===== src/rtl/fetch_queue_pkg.sv =====
// Shared definitions for the fetch queue: default depth, pointer width and entry layout.
package fetch_queue_pkg;

    localparam int unsigned FQ_DEPTH = 8;
    localparam int unsigned FQ_PTR_W = $clog2(FQ_DEPTH);

    typedef struct packed {
        logic [31:0] pc;
        logic [31:0] instr;
    } fq_entry_t;

endpackage


===== src/rtl/fq_storage.sv =====
// Fetch queue register file: paired write at idx/idx+1, paired read at idx/idx+1, cleared on reset.
module fq_storage
    import fetch_queue_pkg::*;
#(
    parameter int unsigned DEPTH = FQ_DEPTH
) (
    input  logic                     clk,
    input  logic                     reset,
    input  logic                     wr_en,
    input  logic [$clog2(DEPTH)-1:0] wr_idx,
    input  fq_entry_t                wr_data,
    input  fq_entry_t                wr_data2,
    input  logic [$clog2(DEPTH)-1:0] rd_idx,
    output fq_entry_t                rd_data,
    output fq_entry_t                rd_data2
);

    localparam int unsigned PTR_W = $clog2(DEPTH);

    fq_entry_t        mem [DEPTH];
    logic [PTR_W-1:0] wr_idx2;
    logic [PTR_W-1:0] rd_idx2;

    // Index arithmetic wraps naturally because DEPTH is a power of two.
    always_comb begin
        wr_idx2 = wr_idx + PTR_W'(1);
        rd_idx2 = rd_idx + PTR_W'(1);
    end

    always_ff @(posedge clk or negedge reset) begin
        if (!reset) begin
            for (int unsigned i = 0; i < DEPTH; i++) begin
                mem[i] <= '0;
            end
        end else if (wr_en) begin
            mem[wr_idx]  <= wr_data;
            mem[wr_idx2] <= wr_data2;
        end
    end

    always_comb begin
        rd_data  = mem[rd_idx];
        rd_data2 = mem[rd_idx2];
    end

endmodule


===== src/rtl/fetch_queue.sv =====
// Instruction fetch queue between fetch and decode; define FETCH_QUEUE_PERF_EN to
// enable the fetch-stall cycle counter on fq_stall_cnt (otherwise it reads 0).
module fetch_queue
    import fetch_queue_pkg::*;
#(
    parameter int unsigned DEPTH = FQ_DEPTH
) (
    input  logic        clk,
    input  logic        reset,
    input  logic [31:0] instrf,
    input  logic [31:0] instrf2,
    input  logic [31:0] pcf,
    input  logic        fvalid,
    input  logic        flushd,
    input  logic [1:0]  issued,
    output logic [31:0] instrd,
    output logic [31:0] instrd2,
    output logic [31:0] pcd,
    output logic [31:0] pcd2,
    output logic        validd,
    output logic        validd2,
    output logic        stallf,
    output logic [31:0] fq_stall_cnt
);

    localparam int unsigned PTR_W = $clog2(DEPTH);
    localparam int unsigned CNT_W = PTR_W + 1;

    logic [PTR_W-1:0] head, head_nx;
    logic [PTR_W-1:0] tail, tail_nx;
    logic [CNT_W-1:0] count, count_nx;
    logic [CNT_W-1:0] issued_ext, pop_n;
    logic             push;
    fq_entry_t        wr_data, wr_data2;
    fq_entry_t        rd_data, rd_data2;

    // Stall depends only on registered count, so there is no input-to-stallf path.
    always_comb begin
        stallf     = (count >= CNT_W'(DEPTH - 1));
        push       = fvalid & ~stallf & ~flushd;
        issued_ext = CNT_W'(issued);
        pop_n      = (issued_ext > count) ? count : issued_ext;
    end

    always_comb begin
        head_nx  = head;
        tail_nx  = tail;
        count_nx = count;
        if (flushd) begin
            head_nx  = '0;
            tail_nx  = '0;
            count_nx = '0;
        end else begin
            head_nx  = head + PTR_W'(pop_n);
            tail_nx  = push ? tail + PTR_W'(2) : tail;
            count_nx = count + (push ? CNT_W'(2) : CNT_W'(0)) - pop_n;
        end
    end

    always_ff @(posedge clk or negedge reset) begin
        if (!reset) begin
            head  <= '0;
            tail  <= '0;
            count <= '0;
        end else begin
            head  <= head_nx;
            tail  <= tail_nx;
            count <= count_nx;
        end
    end

    always_comb begin
        wr_data  = '{pc: pcf,          instr: instrf};
        wr_data2 = '{pc: pcf + 32'd4, instr: instrf2};
    end

    fq_storage #(
        .DEPTH (DEPTH)
    ) u_storage (
        .clk      (clk),
        .reset    (reset),
        .wr_en    (push),
        .wr_idx   (tail),
        .wr_data  (wr_data),
        .wr_data2 (wr_data2),
        .rd_idx   (head),
        .rd_data  (rd_data),
        .rd_data2 (rd_data2)
    );

    always_comb begin
        instrd  = rd_data.instr;
        pcd     = rd_data.pc;
        instrd2 = rd_data2.instr;
        pcd2    = rd_data2.pc;
        validd  = (count != '0);
        validd2 = (count >= CNT_W'(2));
    end

`ifdef FETCH_QUEUE_PERF_EN
    logic [31:0] stall_cnt;

    always_ff @(posedge clk or negedge reset) begin
        if (!reset) begin
            stall_cnt <= '0;
        end else if (stallf && fvalid && (stall_cnt != '1)) begin
            stall_cnt <= stall_cnt + 32'd1;
        end
    end

    assign fq_stall_cnt = stall_cnt;
`else
    assign fq_stall_cnt = '0;
`endif

endmodule


===== config.mk =====
export PLATFORM = sky130hd
export DESIGN_NAME = fetch_queue
export DESIGN_NICKNAME = d
export VERILOG_FILES = /design/src/rtl/fetch_queue_pkg.sv /design/src/rtl/fq_storage.sv /design/src/rtl/fetch_queue.sv
export SDC_FILE = /design/constraint.sdc
export NUM_CORES = 1
export LEC_CHECK = 0
export CORE_UTILIZATION = 53
export CTS_CLUSTER_DIAMETER = 60
export DETAILED_ROUTE_END_ITERATION = 6
export HOLD_SLACK_MARGIN = 0.12
export PLACE_DENSITY = 0.76
export SLEW_MARGIN = 20
export SYNTH_ARGS = -nofsm -noshare
export SYNTH_HDL_FRONTEND = slang
export SYNTH_SLANG_ARGS = --single-unit

===== constraint.sdc =====
create_clock -name clk -period 2.5 [get_ports clk]
set_input_delay 0.5 -clock clk [delete_from_list [all_inputs] [get_ports clk]]
set_output_delay 0.5 -clock clk [all_outputs]
set_load 0.005 [all_outputs]

======== Yosys cells after proc, flatten, opt, wreduce, memory -nomap -nowiden ========
Cells that the tools add are included.
word-level totals
  flip-flop bits (word level) ............. 522
  input port bits ......................... 102
  output and inout bits ................... 163
  word-level logic and storage cells ...... 65
operators by class
  $add $sub $neg .......................... 7
  order comparisons ....................... 9
  mux-type cells .......................... 18
  bitwise logic cells ..................... 8
  reductions and logical operators ........ 4
operators with widths
  cell                                                                count
  bitwise mux 512 bit                                                 2
  binary-select mux 64 bit (select 3 bit)                             2
  demux 64 bit (select 3 bit)                                         2
  two-way mux 64 bit                                                  6
  adder 32 x 3 -> 32 bit (second input constant)                      1
  greater-or-equal comparator 4 bit (second input constant)           4
  inverter 3 -> 4 bit                                                 4
  two-way mux 3 bit                                                   3
  less-than comparator 4 x 1 -> 1 bit (second input constant)         2
  two-way mux 4 bit                                                   2
  adder 3 x 1 -> 3 bit (second input constant)                        2
  adder 4 x 2 -> 4 bit                                                1
  greater-or-equal comparator 4 x 2 -> 1 bit (second input constant)  1
  greater-or-equal comparator 4 x 3 -> 1 bit (second input constant)  1
  greater-than comparator 2 x 4 -> 1 bit                              1
  nonzero test 4 bit                                                  1
  subtractor 4 bit                                                    1
  adder 3 x 2 -> 3 bit (second input constant)                        1
  adder 3 bit                                                         1
  bitwise AND 1 bit                                                   2
  logical AND 1 bit                                                   2
  two-way mux 2 bit                                                   1
  inverter 1 bit                                                      2
  nonzero test 2 bit                                                  1

======== Depth between registers and ports, before layout ========
  word-level depth ........................ 8
  depth in mapped cells ................... 13
  mapped depth without buffers ............ 13

======== Hierarchy ========
Synthesis repeated with hierarchy kept, for this count alone.
second synthesis, totals
  cell total of the unflattened synthesis .. 3761
  area total of the unflattened synthesis .. 36394.9 µm²
by module, submodules not included
  module       times used  cells each  area each (µm²)  seq. area each (µm²)
  fq_storage   1           3587        34994.8          12812.3
  fetch_queue  1           174         1400.1           225.2

======== Worst setup path before layout ========
Ideal clock, no wire load.
  path kind ............................... input -> register
  start ................................... input port issued[1]
  end ..................................... register count[3]
  library setup time ...................... 0.136 ns
  arrival time ............................ 2.451 ns
  required time ........................... 2.364 ns
  setup slack ............................. -0.087 ns
  stages .................................. 12
  path buffers ............................ 0
  path through ............................ inv_1 > ha_1 > nor2b_1 > o211ai_1 > o21ai_0 > ha_1 > inv_1 > ha_1 > inv_1 > fa_1 > xnor2_1 > nor2_1
between the ends
  cells in the longest elaborated chain, start to end .. 4
ends and longest elaborated chain
  what                                    line               text
  from (decl)                             fetch_queue.sv:15  input logic [1:0] issued,
  greater-than comparator 2 x 4 -> 1 bit  fetch_queue.sv:42  pop_n = (issued_ext > count) ? count : issued_ext;
  two-way mux 4 bit (*)                   fetch_queue.sv:42
  subtractor 4 bit (*)                    fetch_queue.sv:56  count_nx = count + (push ? CNT_W'(2) : CNT_W'(0)) - pop_n;
  two-way mux 4 bit (*)                   fetch_queue.sv:49  if (flushd) begin
  named net count_nx[3]                   fetch_queue.sv:31  logic [CNT_W-1:0] count, count_nx;
  to (signal assigned)                    fetch_queue.sv:68  count <= count_nx;
  to (decl)                               fetch_queue.sv:31
The timed path passes the listed nets; every way through them passes the cells marked *.
A chain may end at the register's enable or synchronous reset.

======== Final worst setup path ========
  start ................................... register head[0]
  end ..................................... output port instrd2[21]
between the ends
  cells in the longest elaborated chain, start to end .. 5
ends and longest elaborated chain
  what                                                   line               text
  from (decl)                                            fetch_queue.sv:29  logic [PTR_W-1:0] head, head_nx;
  from (signal assigned)                                 fetch_queue.sv:66  head <= head_nx;
  adder 3 x 1 -> 3 bit                                   fq_storage.sv:27   rd_idx2 = rd_idx + PTR_W'(1);
  inverter 3 -> 4 bit (implied by the code)              fq_storage.sv:43   rd_data2 = mem[rd_idx2];
  binary-select mux 64 bit (select 3 bit)                fq_storage.sv:43
  two-way mux 64 bit (implied by the code) (2 in a row)  fq_storage.sv:43
  to (decl)                                              fetch_queue.sv:17  output logic [31:0] instrd2,
No other way between the ends. The select of a mux whose other input is x is not followed.

==> summary.txt <==
Route
  – DRT iter0 DRCs: roughly 2,500
  – DR vias: roughly 23,000
  – Final ANT Viol Nets: 0
  – Drt wl/cell: 25.9 µm
  – Remaining DRCs: 29
  – Vias per cell: 6.51
  – WL final: ~90,000 µm
  – Initial DRT Pass Iterations: 7

Layout
  – Share of the core filled with cells: between 60% and 70%
  – Nets: 2,899
  – Synth-to-layout area growth: 27.7%
  – Fillers: roughly 3,500
  – Layout cell share with drive strength beyond 1: a little over a third

Status
  – Failing checks: DRC, setup timing
  – Status: finished with violations

STA
  – Worst Tran Pin Value: 672 ps
  – Max Clk Rate: slightly below 0.3 GHz
  – Setup TNS: -91,170 ps
  – Post-Route Skew: ~28 ps
  – Hold Vio Cnt, Final: 0
  – Count of pins over their slew limit: 0
  – Fin crit share: 135%
  – Slew HR: 55.2%
  – RSZ-0062 raised after global routing: true
  – Worst setup margin: -879 ps
  – Minimum clock period: approximately 3400 ps
  – Final setup viols: ~130

Clock network
  – Clock Path Buffers: 3
  – Clk root buf: clkbuf_16
  – H-Tree Depth: 2
  – Total clock sinks: around 520
  – Cts bufs inserted: 56
  – CTS tree: done
  – Clock insertion delay at the later pin of the skew report: ~620 ps
  – Clock-pin slew on the worst setup and hold paths: ~60 ps

Placement
  – Pre-CTS setup slack: -538 ps
  – Detailed placement HPWL: 51,600 µm
  – Port Buf Inserts: about 230
  – Final GP Congestion: around 0.86

Worst setup path
  – Max incr delay on CP: around 500 ps
  – Cell count along the critical path: 8
  – FF-to-FF End: count[2]
  – Worst EP required: ~2000 ps
  – Reg2Reg Setup Slack: between 100 and 150 ps
  – CP Class: flop to output port
  – Crit-path slowest cell: dfrtp_4
  – Worst Path Max Fanout: 6
  – Crit end category: output port
  – Crit path DAT: 2880 ps
  – Reg2Reg Depth: 10
  – Number of buffers and inverters on the critical path: 5
  – Reg2reg start: count[1]
  – Setup crit start kind: flop
  – Top Family by Delay on Critical Path: multiplexers
  – Crit path cell chain: ha_4, buf_12, buf_12, buf_8, buf_8, mux4_2, mux2_4, buf_6

Synthesis
  – Mapped Avg Cell Area: roughly 12 µm²
  – Top_reg_cell synth: dfrtp_1
  – Area share of the largest cell type after synthesis: between 40% and 50%
  – Seq cells post-synth: between 500 and 600
  – Syn. warnings: 0
  – Synth area leader: dfrtp_1
  – Fraction of synthesis flops using an asynchronous set or reset pin: 100%
  – Yosys cell types: 38
  – EDFF count, synth: 0
  – Sequential fraction of the synthesis area: approximately 46%
  – Post-Syn Area: 28,600 µm²
  – Area contributors post-synth: dfrtp_1 46%, mux4_2 20%, mux2_2 9.9%
  – Post-Syn Instances: between 2,000 and 2,500

GRT
  – GRT Total Usage: around a third
  – Global-route wire length before repair: 135,000 µm
  – Vias in the first global route: between 20,000 and 25,000
  – Gr ovfl total: 0
  – Pin count of the biggest net entering global routing: around 100
  – Initial antenna violation count: 10

Die
  – # rows: 84
  – Initial Util: 54.0%
  – I/O pin total: 265
  – Die X-Extent: 234 µm
  – Die Span Y: approximately 230 µm
  – Total die area: between 50,000 and 60,000 µm²
  – Placeable core area: about 53,000 µm²

Power and ir drop
  – PwrDens: 1290 nW/µm²
  – Static leakage: 15.6 nW
  – Peak supply drop: roughly 800 µV

Min path
  – Hold crit path type: input port to asynchronous set/reset pin

Flow run
  – Total of max-cap violations: 0
## metrics by stage
step | hold slack [ps] | instances | total power [mW] | instance area [µm²]
2_1_floorplan | 204 | 2473 | 23.7 | 28700
3_3_place_gp | 473 | 3293 | 32.6 | 32500
3_5_place_dp | 488 | 3293 | 33.3 | 32500
4_1_cts | 440 | 3471 | 45.3 | 36000
5_1_grt | 458 | 3509 | 48.7 | 36500
6_report | 420 | 3512 | 46.9 | 36500
## kinds of logic (layout without fill, tap and decap cells)
group / after synthesis / in the layout / share of synthesized area (%)
other: 1 / 36 / 0.0131
adders and majority gates: 22 / 22 / 1.02
xor gates and xnor gates: 34 / 34 / 1.04
muxes: 511 / 511 / 30.2
AOI/OAI and AO/OA: 392 / 392 / 7.42
DFF: 521 / 521 / 45.7
and+or+nand+nor: 699 / 699 / 9.74
buffers and inverters: 262 / 609 / 4.88
## layout by cell type, fill, tap and decap left out, drive strengths merged, types with 23 or more instances in the layout
cell,instances
a22o,25
buf,302
clkbuf,117
clkdlybuf4s50,102
conb,32
dfrtp,521
mux2,252
mux4,256
nand2,630
o21ai,342
o31ai,23
## cells in the mapped netlist (4+ instances only)
master	number
clkbuf_1	109
buf_2	67
ha_1	20
inv_1	16
buf_4	38
buf_1	6
mux4_2	256
dfrtp_1	521
xnor2_1	20
nor2_1	13
xor2_1	14
nor3_1	6
nand3_1	17
o31ai_1	23
nand4_1	8
a22o_1	25
nand2_1	630
buf_6	24
o21ai_0	342
nor2b_1	4
mux2_2	252
and3_1	5
## metal layers
metal / GRT usage, % / routed length [µm]
met1: 41.2 / 32700
met2: 53.6 / 44900
met5: 0 / 84
met4: 13.0 / 4020
met3: 8.26 / 9380
## registers in the layout, indices dropped and copies added (netlist names)
signal         flops
u_storage.mem    512
tail               2
head               3
count              4
## what timing repair did
| item | CTS | global route |
|---|---|---|
| hold buffers | 1 | 0 |
| pin swaps | 1 | 5 |
| cloned | 20 | 12 |
| resized for setup | 514 | 110 |
| buffers inserted | 54 | 35 |
| hold endpoints to repair | 53 | 0 |
| setup endpoints to repair | 130 | 133 |
## worst max path at each step
stage          slack, ps     endpoint  startpoint
2_1_floorplan        -20   instrd2[0]     head[1]
3_3_place_gp        -460     count[2]   issued[1]
3_5_place_dp        -540     count[2]   issued[1]
4_1_cts            -1040     pcd2[11]     head[0]
5_1_grt             -940  instrd2[21]     head[0]
6_report            -880  instrd2[21]     head[0]
## power by group
part | internal [mW] | leakage (nW) | switching, mW
clock network | 5.31 | 0.972 | 3.58
logic | 15.1 | 7.69 | 10.4
registers | 10.6 | 6.91 | 1.85
## cell type report
class | count | area (µm²) | area share (%)
Multi-Input combinational cell | 1690 | 14800 | 40.4
Clock buffer | 75 | 1590 | 4.37
Timing Repair Buffer | 490 | 5770 | 15.8
Antenna cell | 4 | 10.0 | 0.0274
Sequential cell | 521 | 13000 | 35.8
Tap cell | 688 | 861 | 2.36
Inverter | 16 | 60.1 | 0.165
Clock inverter | 28 | 380 | 1.04
(Power assumes the default switching activity.)
